--- config.mk ---
export PLATFORM = sky130hd
export DESIGN_NAME = dps_decoder_16
export DESIGN_NICKNAME = d
export VERILOG_FILES = /design/src/rtl/dps_decoder_16.sv
export SDC_FILE = /design/constraint.sdc
export NUM_CORES = 1
export LEC_CHECK = 0
export BUFFER_PORTS_ARGS = -buffer_cell sky130_fd_sc_hd__buf_4
export CORE_UTILIZATION = 40
export CTS_CLUSTER_SIZE = 24
export DETAILED_ROUTE_END_ITERATION = 12
export GPL_ROUTABILITY_DRIVEN = 0
export HOLD_SLACK_MARGIN = 0.06
export MAX_ROUTING_LAYER = met4
export PLACE_DENSITY_LB_ADDON = 0.25
export SYNTH_ARGS = -nofsm -noshare
export SYNTH_HDL_FRONTEND = slang
export SYNTH_SLANG_ARGS = --single-unit
--- constraint.sdc ---
create_clock -name clock -period 9.6 [get_ports clock]
set_clock_uncertainty 0.15 [all_clocks]
set_input_delay 1.92 -clock clock [delete_from_list [all_inputs] [get_ports clock]]
set_output_delay 1.92 -clock clock [all_outputs]
set_load 0.005 [all_outputs]
--- src/rtl/dps_decoder_16.sv ---
// dps_decoder_16: two-stage pipelined decoder for the 16-bit DPS code.
// Fibonacci-weighted bit sum with valid/ready flow control and full backpressure.
module dps_decoder_16 #(
    parameter int DATA_W = 12
) (
    input  logic              clock,
    input  logic              reset,
    input  logic [15:0]       codein,
    input  logic              in_valid,
    output logic              in_ready,
    output logic [DATA_W-1:0] dataout,
    output logic              out_valid,
    input  logic              out_ready
);

    // Per-bit weights: 1, then F2..F14, then 2*F15 and F16.
    localparam logic [11:0] WEIGHT [16] = '{
        12'd1,   12'd1,   12'd2,   12'd3,
        12'd5,   12'd8,   12'd13,  12'd21,
        12'd34,  12'd55,  12'd89,  12'd144,
        12'd233, 12'd377, 12'd1220, 12'd987
    };

    logic        s1_valid;
    logic [11:0] p_q    [4];
    logic [11:0] p_next [4];
    logic [11:0] total;
    logic        adv1;
    logic        adv2;

    assign adv2     = !out_valid || out_ready;
    assign adv1     = !s1_valid || adv2;
    assign in_ready = adv1;
    assign total    = p_q[0] + p_q[1] + p_q[2] + p_q[3];

    // Four nibble-wide partial sums of the incoming codeword.
    always_comb begin
        for (int g = 0; g < 4; g++) begin
            p_next[g] = '0;
            for (int b = 0; b < 4; b++) begin
                if (codein[4*g+b]) begin
                    p_next[g] = p_next[g] + WEIGHT[4*g+b];
                end
            end
        end
    end

    // Stage 1: capture partial sums when the stage can advance.
    always_ff @(posedge clock) begin
        if (reset) begin
            s1_valid <= 1'b0;
            for (int g = 0; g < 4; g++) begin
                p_q[g] <= '0;
            end
        end else if (adv1) begin
            s1_valid <= in_valid;
            for (int g = 0; g < 4; g++) begin
                p_q[g] <= p_next[g];
            end
        end
    end

    // Stage 2: final sum, held stable until downstream consumes it.
    always_ff @(posedge clock) begin
        if (reset) begin
            out_valid <= 1'b0;
            dataout   <= '0;
        end else if (adv2) begin
            out_valid <= s1_valid;
            dataout   <= DATA_W'(total);
        end
    end

endmodule
Word level (Yosys, flattened, before mapping)
Memories as Yosys holds them, arrays and structs flattened. Cells that the tools add are included.

Flip-flop bits (word level): 14. RAM bits: 48. Bits of input ports: 20. Output and inout bits: 14. Memories kept: 1.

Memory list: p_q (depth 4, bits a word 12, rd ports 4, clocked after Yosys merged registers in 0, write ports 4, RTL line 25) `logic [11:0] p_q [4];`.

Add/sub/neg operators: 15. Multiplexer cells: 25. Bitwise logic cells: 4. Reductions and logical operators: 4.

Operators with widths (number): $mux W12 (16); $add A12 B12 Y12 (3); $add A12 B2 Y12 const B (2); $add A12 B4 Y12 const B (2); $add A12 B1 Y12 const B (1); $add A12 B10 Y12 const B (1); $add A12 B11 Y12 const B (1); $add A12 B5 Y12 const B (1); $add A12 B6 Y12 const B (1); $add A12 B7 Y12 const B (1); $add A12 B8 Y12 const B (1); $add A12 B9 Y12 const B (1); $mux W8 (1); $mux W1 (6); $mux W6 (1); $or A1 B1 Y1 (4); $mux W3 (1); $logic_not A1 Y1 (2); $logic_or A1 B1 Y1 (2).

Logic depth before layout (Yosys ltp)
Depth in word-level cells: 8. Depth in mapped cells: 12.

Worst setup path after synthesis
No wires, ideal clock.

Path kind: input port to output port. From: input out_ready. To: output in_ready. Arrival time: 2.246 ns. Data required time: 7.530 ns. Setup slack: 5.284 ns. Stages: 3. Path buffers: 1. Cell sequence: nor2b_1 > buf_2 > nand2_1.

Cells in the longest elaborated chain, start to end: 2.

Ends and longest elaborated chain: from (decl) (RTL line 13) `input logic out_ready`; $logic_or A1 B1 Y1 (RTL line 31) `assign adv2 = !out_valid || out_ready;`; $logic_or A1 B1 Y1 (RTL line 32) `assign adv1 = !s1_valid || adv2;`; to (decl) (RTL line 10) `output logic in_ready,`.

Every way passes these cells.

Worst setup path in the final report
Ends and elaborated chain as after synthesis.

==> run summary <==
status: complete, no violations
clk sink count: 45
# Post-CTS Setup Buffers: 0
DP HPWL: 4.68 mm
GRT Residual Overflow: 0
CTS H-tree depth: 2
Post-Synthesis Cells: 350
R2R Path Start: p_q[1][1]$_SDFFCE_PN0P_
initial antenna violation count: 0
final setup vio count: 0
worst-path fanout max: 26
RR Endpoint: dataout[7]$_SDFFE_PP0P_
worst skew pair latency: 0.31 ns
Via density: 5.04
cts hold-fix bufs: 0
Worst Max-Slew Pin Slew: 1.02 ns
Num CTS Buffers: 5
worst hold stages: 2
Setup crit start kind: input pin
Setup crit end kind: output pin
# rows: 32
die area: 0.00870 mm^2
Static Leak: 0.00172 uW
WHS Endpoint: dataout[0]$_SDFFE_PP0P_
synthesis-to-finish area growth: 11.8%
Cell Area, Synth: 0.00333 mm^2
root buffer cell: clkbuf_8
# DRC: 0
top cells by area, synth: edfxtp_1 28%, ha_1 15%, dfxtp_1 8.4%
area leader, netlist: edfxtp_1
synth unique cells: 49
worst vdd ir: 0.0552 mV
Worst Path Required: 7.53 ns
WHS: 0.312 ns
Yosys top cell area share: 27.9%
fin crit period: 4.73 ns
largest net degree at the start of global routing: 32
syn nets: 421
crit-path most repeated cell: buf_4
Final Hold Violating Endpoints: 0
Total Nets Final: 449
Setup CP Type: in2out
sequential-to-total area share from yosys stat: 36.3%
CP peak stage delay: 0.27 ns
reported max-cap violation count: 0
Reg2Reg Depth: 12
first-pass GRT wire length: 10.1 mm
Worst Setup SP: out_ready
share of cells above drive strength 1: 13.2%
part of the cycle the worst path needs: 49.2%
Pins Over Slew Limit: 0
Synth Flop Type: edfxtp_1
f_max: 0.212 GHz
fraction of registers with async set/reset: 0%
Core ar.: 0.00789 mm^2
Ant. Diodes: 0
DIE WIDTH: 93.3 um
GRT Total Usage: 15.2%
Arr. time, crit path: 2.66 ns
FF-to-FF setup slack: 6.23 ns
Critical Path, Cell by Cell: buf_4 -> nor2b_1 -> buf_4 -> nand2_1 -> buf_4
RSZ-0062 raised after global routing: false
drt first pass iters: 4
DR vias: 2,423
Reg clk slew, reported paths: 0.08 ns
Syn. warnings: 0
Die Y: 93.3 um
wire length per cell: 12.6 um
min-delay worst type: reg2reg
DR iter-0 viols: 61
Critical-path top delay cell: buf_4
I/O pins: 34
CTS tree: yes
vias in the first global route: 2,146
Initial Utilization: 42.3%
Slew HR: 31.6%
I/O Buffers: 33
post-synthesis average cell area: 9.53 um^2
setup TNS: 0 ns
Post-synth EDFFs: 31
Antenna Violating Nets Remaining: 0
Yosys reg bits: 45
HP Start: dataout[0]$_SDFFE_PP0P_
Post-Route WL: 6.08 mm
post-CTS resize count: 0
total power per unit cell area: 150 mW/mm^2
Max Buffers Root-to-Sink: 2
Fill cells: 729
==> metal layers <==
layer / share of wire (%) / global-route usage [%]
met3: 3.8 / 2.28
met2: 45 / 23.3
met1: 50 / 20.9
met4: 1.3 / 4.23
met5: 0 / -
==> sequential cells by signal (all words and copies together) (netlist names), named ones only <==
name,count
p_q,30
dataout,12
out_valid,1
s1_valid,1
==> synth_stat cells, types with 2 or more instances <==
cell,instances
a211oi_1,6
a21o_1,3
a21oi_1,16
a311oi_1,2
a31oi_1,2
a32oi_1,3
buf_2,7
buf_4,2
buf_6,2
clkbuf_1,3
dfxtp_1,14
edfxtp_1,31
fa_1,10
ha_1,41
inv_1,48
mux2i_1,7
nand2_1,26
nand2b_1,2
nand3_1,9
nand4_1,3
nor2_1,43
nor2b_1,5
nor3_1,7
nor3b_1,3
nor4b_1,4
o211ai_1,2
o21ai_0,5
o21ai_1,3
o31ai_1,2
xnor2_1,18
xor2_1,3
==> cell type report <==
type / count / area (um^2) / area share [%]
Timing Repair Buffer: 35 / 263 / 7.05
Inverter: 49 / 184 / 4.93
Tap cell: 102 / 128 / 3.42
Clock buffer: 6 / 72.6 / 1.95
Clock inverter: 2 / 15.0 / 0.403
Sequential cell: 45 / 1210 / 32.5
Multi-Input combinational cell: 242 / 1860 / 49.8
==> cell usage in the layout, fill, tap and decap left out, drive strengths merged, types with 4 or more instances in the layout <==
cell	n
nor2	43
edfxtp	31
a21oi	17
a21o	4
nor2b	5
xnor2	18
buf	35
nand3	9
a211oi	7
clkbuf	6
mux2i	7
o21ai	8
dfxtp	14
ha	41
nor4b	4
inv	48
fa	10
nor3	7
nand2	26
==> how the worst max path moves through the flow <==
stage / to / depth (start not counted)
2_1_floorplan: in_ready / 3
3_3_place_gp: in_ready / 5
3_5_place_dp: in_ready / 5
4_1_cts: in_ready / 5
5_1_grt: in_ready / 5
6_report: in_ready / 5
==> stage by stage <==
step	setup slack [ns]	cell area [um^2]	std cells	util (%)	total power, uW
global placement	4.89	3640	473	46.2	440
finish	4.87	3730	481	47.3	560
floorplan	5.28	3330	350	-	385
global route	4.84	3730	481	47.3	602
CTS	4.87	3730	481	47.3	566
detailed placement	4.87	3640	473	46.2	444
==> logic make-up after synthesis <==
| group | Yosys count | synth area share (%) |
|---|---|---|
| buffers and inverters | 63 | 8.03 |
| AND/OR/NAND/NOR | 106 | 14.6 |
| XOR/XNOR | 21 | 5.52 |
| flip-flops | 45 | 36.3 |
| AO/OA/AOI/OAI | 56 | 11.7 |
| multiplexers | 8 | 2.44 |
| adder cells (fa/ha/maj) | 51 | 21.4 |
==> critical path, delay by kind of cell <==
family / cells / cell delay (ns)
buf+inv: 3 / 0.52
simple gates: 2 / 0.20
==> report_power, final <==
part	switching [uW]	internal, uW	total, uW
sequential	10.9	233	244
clock	68.8	51.4	120
combinational	104	91.3	195
(Power assumes the default switching activity.)
